<file path="config.mk">
export PLATFORM = sky130hd
export DESIGN_NAME = error_diffusion_sequencer
export DESIGN_NICKNAME = d
export VERILOG_FILES = /design/src/rtl/error_diffusion_sequencer.sv
export SDC_FILE = /design/constraint.sdc
export NUM_CORES = 1
export LEC_CHECK = 0
export CAP_MARGIN = 15
export CORE_MARGIN = 5
export CORE_UTILIZATION = 39
export CTS_BUF_LIST = sky130_fd_sc_hd__clkbuf_16
export DETAILED_ROUTE_END_ITERATION = 8
export PLACE_DENSITY = 0.78
export SYNTH_ARGS = -nofsm -noshare
export SYNTH_HDL_FRONTEND = slang
export SYNTH_SLANG_ARGS = --single-unit
</file>
<file path="constraint.sdc">
create_clock -name clk -period 2.9 [get_ports clk]
set_input_delay 0.58 -clock clk [delete_from_list [all_inputs] [get_ports clk]]
set_output_delay 0.58 -clock clk [all_outputs]
set_load 0.1 [all_outputs]
</file>
<file path="src/rtl/error_diffusion_sequencer.sv">
// error_diffusion_sequencer: line/frame sequencer feeding an error diffusion kernel from an error line buffer
module error_diffusion_sequencer #(
  parameter int INPUT_BITS  = 8,
  parameter int OUTPUT_BITS = 4,
  parameter int ERROR_BITS  = 9,
  parameter int ADDR_BITS   = 11
) (
  input  logic                   clk,
  input  logic                   rst_n,
  input  logic [ADDR_BITS-1:0]   line_width,
  input  logic                   frame_start,
  input  logic [INPUT_BITS-1:0]  s_pixel,
  input  logic                   s_valid,
  output logic                   s_ready,
  output logic [OUTPUT_BITS-1:0] m_pixel,
  output logic                   m_valid,
  input  logic                   m_ready,
  output logic [INPUT_BITS-1:0]  k_pixel_in,
  output logic [ERROR_BITS-1:0]  k_err_line_buffer_in,
  output logic [ERROR_BITS-1:0]  k_err_left_in,
  output logic [ERROR_BITS-1:0]  k_err_bottom_left_in,
  output logic [ERROR_BITS-1:0]  k_err_bottom_in,
  input  logic [OUTPUT_BITS-1:0] k_pixel_out,
  input  logic [ERROR_BITS-1:0]  k_err_right_out,
  input  logic [ERROR_BITS-1:0]  k_err_bottom_left_out,
  input  logic [ERROR_BITS-1:0]  k_err_bottom_out,
  input  logic [ERROR_BITS-1:0]  k_err_bottom_right_out,
  output logic                   lb_rd_en,
  output logic [ADDR_BITS-1:0]   lb_rd_addr,
  input  logic [ERROR_BITS-1:0]  lb_rd_data,
  output logic                   lb_wr_en,
  output logic [ADDR_BITS-1:0]   lb_wr_addr,
  output logic [ERROR_BITS-1:0]  lb_wr_data,
  output logic                   busy
);
  typedef enum logic [2:0] {IDLE, CLEAR, PREFETCH, RUN, FLUSH} state_t;
  state_t state;
  logic [ADDR_BITS-1:0] x, w;
  logic [ERROR_BITS-1:0] r_left, r_bl, r_b;
  logic last, accept;
  assign last = x == w - ADDR_BITS'(1);
  assign s_ready = state == RUN && (!m_valid || m_ready);
  assign accept = s_valid && s_ready;
  assign busy = state == CLEAR || state == PREFETCH || state == FLUSH;
  assign k_pixel_in = s_pixel;
  assign k_err_line_buffer_in = lb_rd_data;
  assign k_err_left_in = r_left;
  assign k_err_bottom_left_in = r_bl;
  assign k_err_bottom_in = r_b;
  assign lb_rd_en = state == PREFETCH || (accept && !last);
  assign lb_rd_addr = state == PREFETCH ? '0 : x + ADDR_BITS'(1);
  assign lb_wr_en = state == CLEAR || state == FLUSH || (accept && x != '0);
  assign lb_wr_addr = state == CLEAR ? x : state == FLUSH ? w - ADDR_BITS'(1) : x - ADDR_BITS'(1);
  assign lb_wr_data = state == CLEAR ? '0 : state == FLUSH ? r_bl : k_err_bottom_left_out;
  always_ff @(posedge clk or negedge rst_n)
    if (!rst_n) begin
      state   <= IDLE;
      x       <= '0;
      w       <= '0;
      r_left  <= '0;
      r_bl    <= '0;
      r_b     <= '0;
      m_pixel <= '0;
      m_valid <= 1'b0;
    end else begin
      m_valid <= accept || (m_valid && !m_ready);
      if (accept) m_pixel <= k_pixel_out;
      if (frame_start) begin
        state <= CLEAR;
        x     <= '0;
        w     <= line_width;
      end else case (state)
        CLEAR: begin
          x     <= last ? '0 : x + ADDR_BITS'(1);
          state <= last ? PREFETCH : CLEAR;
        end
        PREFETCH: begin
          r_left <= '0;
          r_bl   <= '0;
          r_b    <= '0;
          state  <= RUN;
        end
        RUN: if (accept) begin
          r_left <= k_err_right_out;
          r_bl   <= k_err_bottom_out;
          r_b    <= k_err_bottom_right_out;
          x      <= last ? '0 : x + ADDR_BITS'(1);
          state  <= last ? FLUSH : RUN;
        end
        FLUSH: state <= PREFETCH;
        default: state <= IDLE;
      endcase
    end
endmodule

</file>
==> summary.txt, run 1 <==
Route
  • Vias/cell: approximately 5.5
  • Routed wire length: 11000 µm
  • Wire per inst: 17.2 µm
  • Residual DRC: 0
  • Number of nets still failing antenna checks after routing: 0
  • Starting DRT DRC Count: 246
  • DRT Pass-1 Iters: 4
  • Vias: 3491

Critical path
  • CP required: 2.32 ns
  • R2R setup slack: 0.24 ns
  • Critical R2R Capture: state[1]
  • Worst r2r path cells: 8
  • CP arrival: 2.68 ns
  • Critical path type: flop to output port
  • Worst setup EP type: output port
  • CP max FO: 3
  • Worst setup path startpoint: w[5]
  • Worst flop-to-flop path startpoint: w[5]
  • Crit path launch type: flop

Clock network
  • CTS root buf: clkbuf_16
  • CTS tree: done
  • Clock tree buffer depth: 2
  • Inserted Clock Buffers: 9
  • Num Clock Sinks: 57
  • Clk slew on worst S/H paths: ~0.06 ns
  • Worst-skew pair later-pin latency: 0.32 ns
  • Hold buffers post-CTS: 0
  • H-Tree Depth: 3

Floorplanning
  • DIE WIDTH: 106 µm
  • Top Ports: 157
  • Site Rows: 34
  • DIE HEIGHT: 106 µm
  • Die area: approximately 11000 µm²
  • Initial core utilization: between 40% and 50%
  • Core area: 8810 µm²

Outcome
  • Status: finished with violations
  • Failing checks: negative setup slack

Timing
  • Final Setup Violations: 1
  • Max transition margin: 60.7%
  • Setup Skew: 0.00616 ns
  • Tmin final: 3.26 ns
  • RSZ-0062 raised after global routing: yes
  • Final max-slew violation count: 0
  • Final Hold Vio Count: 0
  • Slew @ Worst Pin: 0.589 ns
  • Worst hold slack: 0.206 ns
  • Final Cycle Share: 112%
  • Fin Setup TNS: -0.362 ns
  • FMAX: 307 MHz
  • Final worst slack: -0.362 ns

Cells and area
  • Layout cells sized above 1: 35.4%
  • Multi-input gate area: 2060 µm²
  • Filler cell count: 690
  • # diodes: 0
  • Final #Nets: 600
  • Final Cell Area: between 5000 and 6000 µm²
  • Post-Layout Cell Count: 636
  • Final core occ: 65.3%
  • Commonest non-fill, non-tap cells in the layout: buf_4 (73), clkdlybuf4s50_1 (54), dfrtp_1 (53)
  • Register area: roughly 1400 µm²
  • Most common cell after layout, fill and taps aside: buf_4
  • Area growth syn-to-layout: 61.6%

Yosys
  • Post-synth ARST share: 100%
  • Synth Register Bits: 57
  • Post-synth top flop: dfrtp_1
  • Mapped cell area: 3560 µm²
  • Synth cell types: 55
  • Number of synthesized flops with an enable pin: 0
  • Sequential area share after synthesis: between 40% and 50%
  • Syn_nets: 473
  • Mean Syn Cell Area: 8.99 µm²
  • Synth warnings: 0
  • Syn Inst Count: 396

Run
  • Max_cap viols: 0

Placement
  • Post-detail-place hpwl: 8210 µm
  • Post-DP Area: 5270 µm²
  • GP Congestion: 0.888
  • Inst Count DP: 609
  • Port bufs: 122

Power
  • Power Density: 446 nW/µm²
  • VDD IR-drop max: 0.292 mV
  • Leakage power: 2.50 nW

Global routing
  • Total grt overflow: 0
  • Tot GR Track Use: between 10% and 20%
  • Vias in the first global route: 3651
  • Largest net degree at the start of global routing: 40
  • Global-route wire length before repair: between 15000 and 20000 µm
  • Initial antenna violation count: 0

Hold path
  • Worst min-delay path class: input pin to asynchronous set/reset pin
==> area by class of cell <==
cell class                 instances  area share, %
tap                              108           2.35
inverter                           7          0.457
clock buffer                       9           3.91
multi-input combinational        283           35.8
sequential                        57           24.9
clock inverter                     7          0.979
timing repair buffer             165           31.6
==> sequential cells by signal (all words and copies together), names as in the netlist <==
signal / count
k_err_bottom_in: 9
k_err_left_in: 9
state: 3
k_err_bottom_left_in: 9
w: 11
m_pixel: 4
m_valid: 1
x: 11
==> worst max-delay path by stage <==
| stage | to | cells after the start |
|---|---|---|
| 6_report | lb_rd_en | 7 |
| 5_1_grt | lb_rd_en | 7 |
| 4_1_cts | lb_rd_en | 9 |
| 3_5_place_dp | lb_rd_en | 9 |
| 3_3_place_gp | lb_rd_en | 9 |
| 2_1_floorplan | lb_wr_addr[1] | 4 |
==> layer usage <==
layer | global-route usage [%] | vias to the layer above | routed length [µm]
met5 | 0 | - | 0
met4 | 5.55 | 0 | 166
met3 | 6.85 | 23 | 1060
met2 | 31.9 | 171 | 5260
met1 | 24.7 | 1647 | 4470
li1 | - | 1650 | -
==> cell usage after synthesis (3+ instances only) <==
cell,n,area share [%]
a21oi_1,15,2.1
a22o_1,36,8.9
a22oi_1,3,0.63
a31oi_1,6,1.1
and2_1,4,0.70
and3_1,4,0.70
buf_2,3,0.42
buf_4,17,3.6
clkbuf_1,25,2.6
dfrtp_1,57,40
ha_1,4,1.4
inv_1,7,0.74
mux2_2,11,3.5
nand2_1,40,4.2
nand2b_1,5,0.88
nand3_1,11,1.5
nor2_1,35,3.7
nor2b_1,6,1.1
nor3_1,10,1.4
nor3b_1,3,0.63
o21ai_0,18,2.5
o21ai_1,5,0.70
or4_4,3,0.95
xnor2_1,15,3.7
xor2_1,12,3.0
==> cells by family (layout without fill, tap and decap cells) <==
| logic type | after synthesis | after routing | synth area share, % |
|---|---|---|---|
| multiplexers | 11 | 11 | 3.48 |
| XOR/XNOR | 27 | 27 | 6.64 |
| AO/OA/AOI/OAI | 104 | 104 | 20.7 |
| AND/OR/NAND/NOR | 137 | 137 | 19.5 |
| buffers and inverters | 56 | 188 | 8.22 |
| adder cells (fa/ha/maj) | 4 | 4 | 1.41 |
| flip-flops | 57 | 57 | 40.1 |
==> worst max-delay path, stage by stage, from the launching register on <==
cell and delay, ns:
dfrtp_1 0.40, or4_4 0.57, nor4_4 0.28, xnor2_1 0.16, o21ai_1 0.08, or4_4 0.46
a31o_4 0.25, buf_12 0.16
==> report_power, final <==
part	leakage [nW]	total (mW)	switching [mW]	internal, mW
registers	0.748	0.886	0.0464	0.840
clock network	0.136	0.970	0.386	0.584
logic	1.61	0.709	0.437	0.272
total	2.50	2.56	0.870	1.70
==> metrics by stage <==
stage / worst slack [ns] / total power, mW
5_1_grt: -0.469 / 2.67
4_1_cts: -0.356 / 2.57
3_5_place_dp: -0.103 / 1.58
3_3_place_gp: -0.0311 / 1.57
6_report: -0.362 / 2.56
2_1_floorplan: -0.261 / 1.43
==> what timing repair did <==
| action | in CTS | in global routing |
|---|---|---|
| endpoints found under the setup margin | 8 | 7 |
| pin swaps | 4 | 5 |
| buffers inserted | 7 | 4 |
| gates resized for setup | 15 | 16 |
No activity file was read; power rests on OpenSTA's default activity.
==> run 2, diff against run 1 <==
--- a/config.mk
+++ b/config.mk
@@ -8,7 +8,7 @@
 export CAP_MARGIN = 15
 export CORE_MARGIN = 5
 export CORE_UTILIZATION = 39
-export CTS_BUF_LIST = sky130_fd_sc_hd__clkbuf_16
+export CTS_BUF_LIST = sky130_fd_sc_hd__clkbuf_8
 export DETAILED_ROUTE_END_ITERATION = 8
 export PLACE_DENSITY = 0.78
 export SYNTH_ARGS = -nofsm -noshare
==> run 2 against run 1 <==
Against the previous run:
- the flow still finishes with violations (negative setup slack)
- clock power fell by 31%
- sequential power about the same
- cell count increased by 0.31%
- maximum frequency fell by 1.0%
- clock skew rose by 0.0030 ns
- via count fell by 0.23%
- combinational power increased by 1%
- critical path type unchanged
- total power down 12%
- largest power group is now sequential cells
- core utilization shrank 0.81 points
- die area unchanged
==> summary.txt, run 2 (synthesis gave the netlist of run 1 again) <==
Global routing
  • Vias in the first global route: between 3000 and 4000
  • Tot GR Track Use: about a fifth
  • Global-route wire length before repair: 17800 µm
  • Initial antenna violation count: 0
  • Total grt overflow: 0
  • Largest net degree at the start of global routing: 40

Critical path
  • Cell mode on critical path: nor3_1
  • CP max FO: 4
  • Critical path type: flop to output port
  • Crit-path cells: nor3_1 -> a311oi_1 -> nor3_1 -> o2111ai_1 -> or4_4 -> a31o_4 -> buf_12
  • CP peak stage delay: between 0.5 and 0.6 ns
  • Worst path slowest cell: or4_4
  • CP required: 2.32 ns
  • CP arrival: 2.72 ns
  • Worst setup EP type: output port
  • Crit path launch type: flop

Clock network
  • Hold buffers post-CTS: 0
  • Num Clock Sinks: 57
  • Clk slew on worst S/H paths: 0.07 ns
  • H-Tree Depth: 3
  • Worst-skew pair later-pin latency: 0.34 ns
  • CTS root buf: clkbuf_8
  • Clock tree buffer depth: 2
  • Inserted Clock Buffers: 9
  • CTS tree: done

Outcome
  • Failing checks: negative setup slack
  • Status: finished with violations

Timing
  • Fin Setup TNS: -0.416 ns
  • Tmin final: approximately 3.3 ns
  • Max transition margin: 61.1%
  • Final Cycle Share: 114%
  • RSZ-0062 raised after global routing: yes
  • Slew @ Worst Pin: 0.583 ns
  • Setup Skew: roughly 0.0091 ns
  • Final Setup Violations: 2
  • Final worst slack: -0.396 ns
  • Final max-slew violation count: 0
  • Final Hold Vio Count: 0
  • FMAX: 303 MHz

Floorplanning
  • Core area: ~9000 µm²
  • Top Ports: between 150 and 200
  • DIE HEIGHT: approximately 110 µm
  • DIE WIDTH: about 110 µm
  • Site Rows: 34
  • Initial core utilization: 40.4%
  • Die area: 11100 µm²

Cells and area
  • Multi-input gate area: 2080 µm²
  • # diodes: 0
  • Filler cell count: 703
  • Layout cells sized above 1: a little over a third
  • Final Cell Area: 5680 µm²
  • Final #Nets: 602
  • Commonest non-fill, non-tap cells in the layout: buf_4 (75), clkdlybuf4s50_1 (54), dfrtp_1 (52)
  • Most common cell after layout, fill and taps aside: buf_4
  • Register area: 1430 µm²
  • Largest registers: w: 11 flops, x: 11 flops
  • Area growth syn-to-layout: 59.6%

Route
  • Vias: 3483
  • DRT Pass-1 Iters: 4
  • Starting DRT DRC Count: a little over 200
  • Vias/cell: 5.46
  • Residual DRC: 0
  • Wire per inst: around 17 µm
  • Routed wire length: 10900 µm
  • Number of nets still failing antenna checks after routing: 0

Hold path
  • Worst min-delay path class: input pin to asynchronous set/reset pin

Placement
  • Post-detail-place hpwl: 8210 µm
  • Port bufs: 122
  • Post-DP Area: between 5000 and 6000 µm²
  • GP Congestion: ~0.9

Power
  • VDD IR-drop max: 0.292 mV
  • Power Density: ~400 nW/µm²
  • Power, Total: between 2 and 2.5 mW
  • Leakage power: 2.46 nW

Run
  • Max_cap viols: 0
run 2: cell type report:
class                      count  area share [%]
tap                          108            2.38
multi-input combinational    283            36.5
sequential                    57            25.2
clock buffer                   9            2.18
timing repair buffer         167            32.2
clock inverter                 7           0.991
inverter                       7           0.462
run 2: per-layer routing:
metal	wire length, µm	up-vias	GRT usage, %
li1	-	1651	-
met1	4510	1649	25.0
met2	5160	158	31.9
met3	1070	25	5.93
met4	198	0	6.57
met5	0	-	0
run 2: what timing repair did:
item	4_1_cts	5_1_grt
gates resized for setup	18	16
buffers inserted	11	2
endpoints found under the setup margin	17	7
pin swaps	4	4
run 2: final timing paths:
path	start	to	slack [ns]	depth (start not counted)
worst max-delay path	w[4]	lb_rd_en	-0.40	7
worst min-delay path	rst_n	x[10]	0.18	1
worst max register to register	w[4]	state[1]	0.23	8
worst min register to register	m_valid	m_valid	0.51	2
max in group asynchronous	rst_n	x[3]	1.85	2
min in group clk	m_valid	m_valid	0.51	2
run 2: metrics by stage:
stage	hold WS, ns	cells	setup WS (ns)	utilization, %
floorplan	0.284	396	-0.261	-
detailed placement	0.493	609	-0.103	59.8
finish	0.181	638	-0.396	64.5
CTS	0.189	636	-0.381	63.4
global placement	0.491	609	-0.0311	59.8
global route	0.206	638	-0.494	64.5
run 2: power by group:
part / total [mW] / internal (mW) / switching (mW)
registers: 0.884 / 0.838 / 0.0459
clock network: 0.669 / 0.316 / 0.353
logic: 0.716 / 0.277 / 0.440
total: 2.27 / 1.43 / 0.839
run 2: critical path: cells and delay by family, from the launching register on:
family | cells | cell delay (ns)
AND/OR/NAND/NOR | 3 | 1.25
flip-flops | 1 | 0.40
buffers and inverters | 1 | 0.16
AO/OA/AOI/OAI | 3 | 0.57
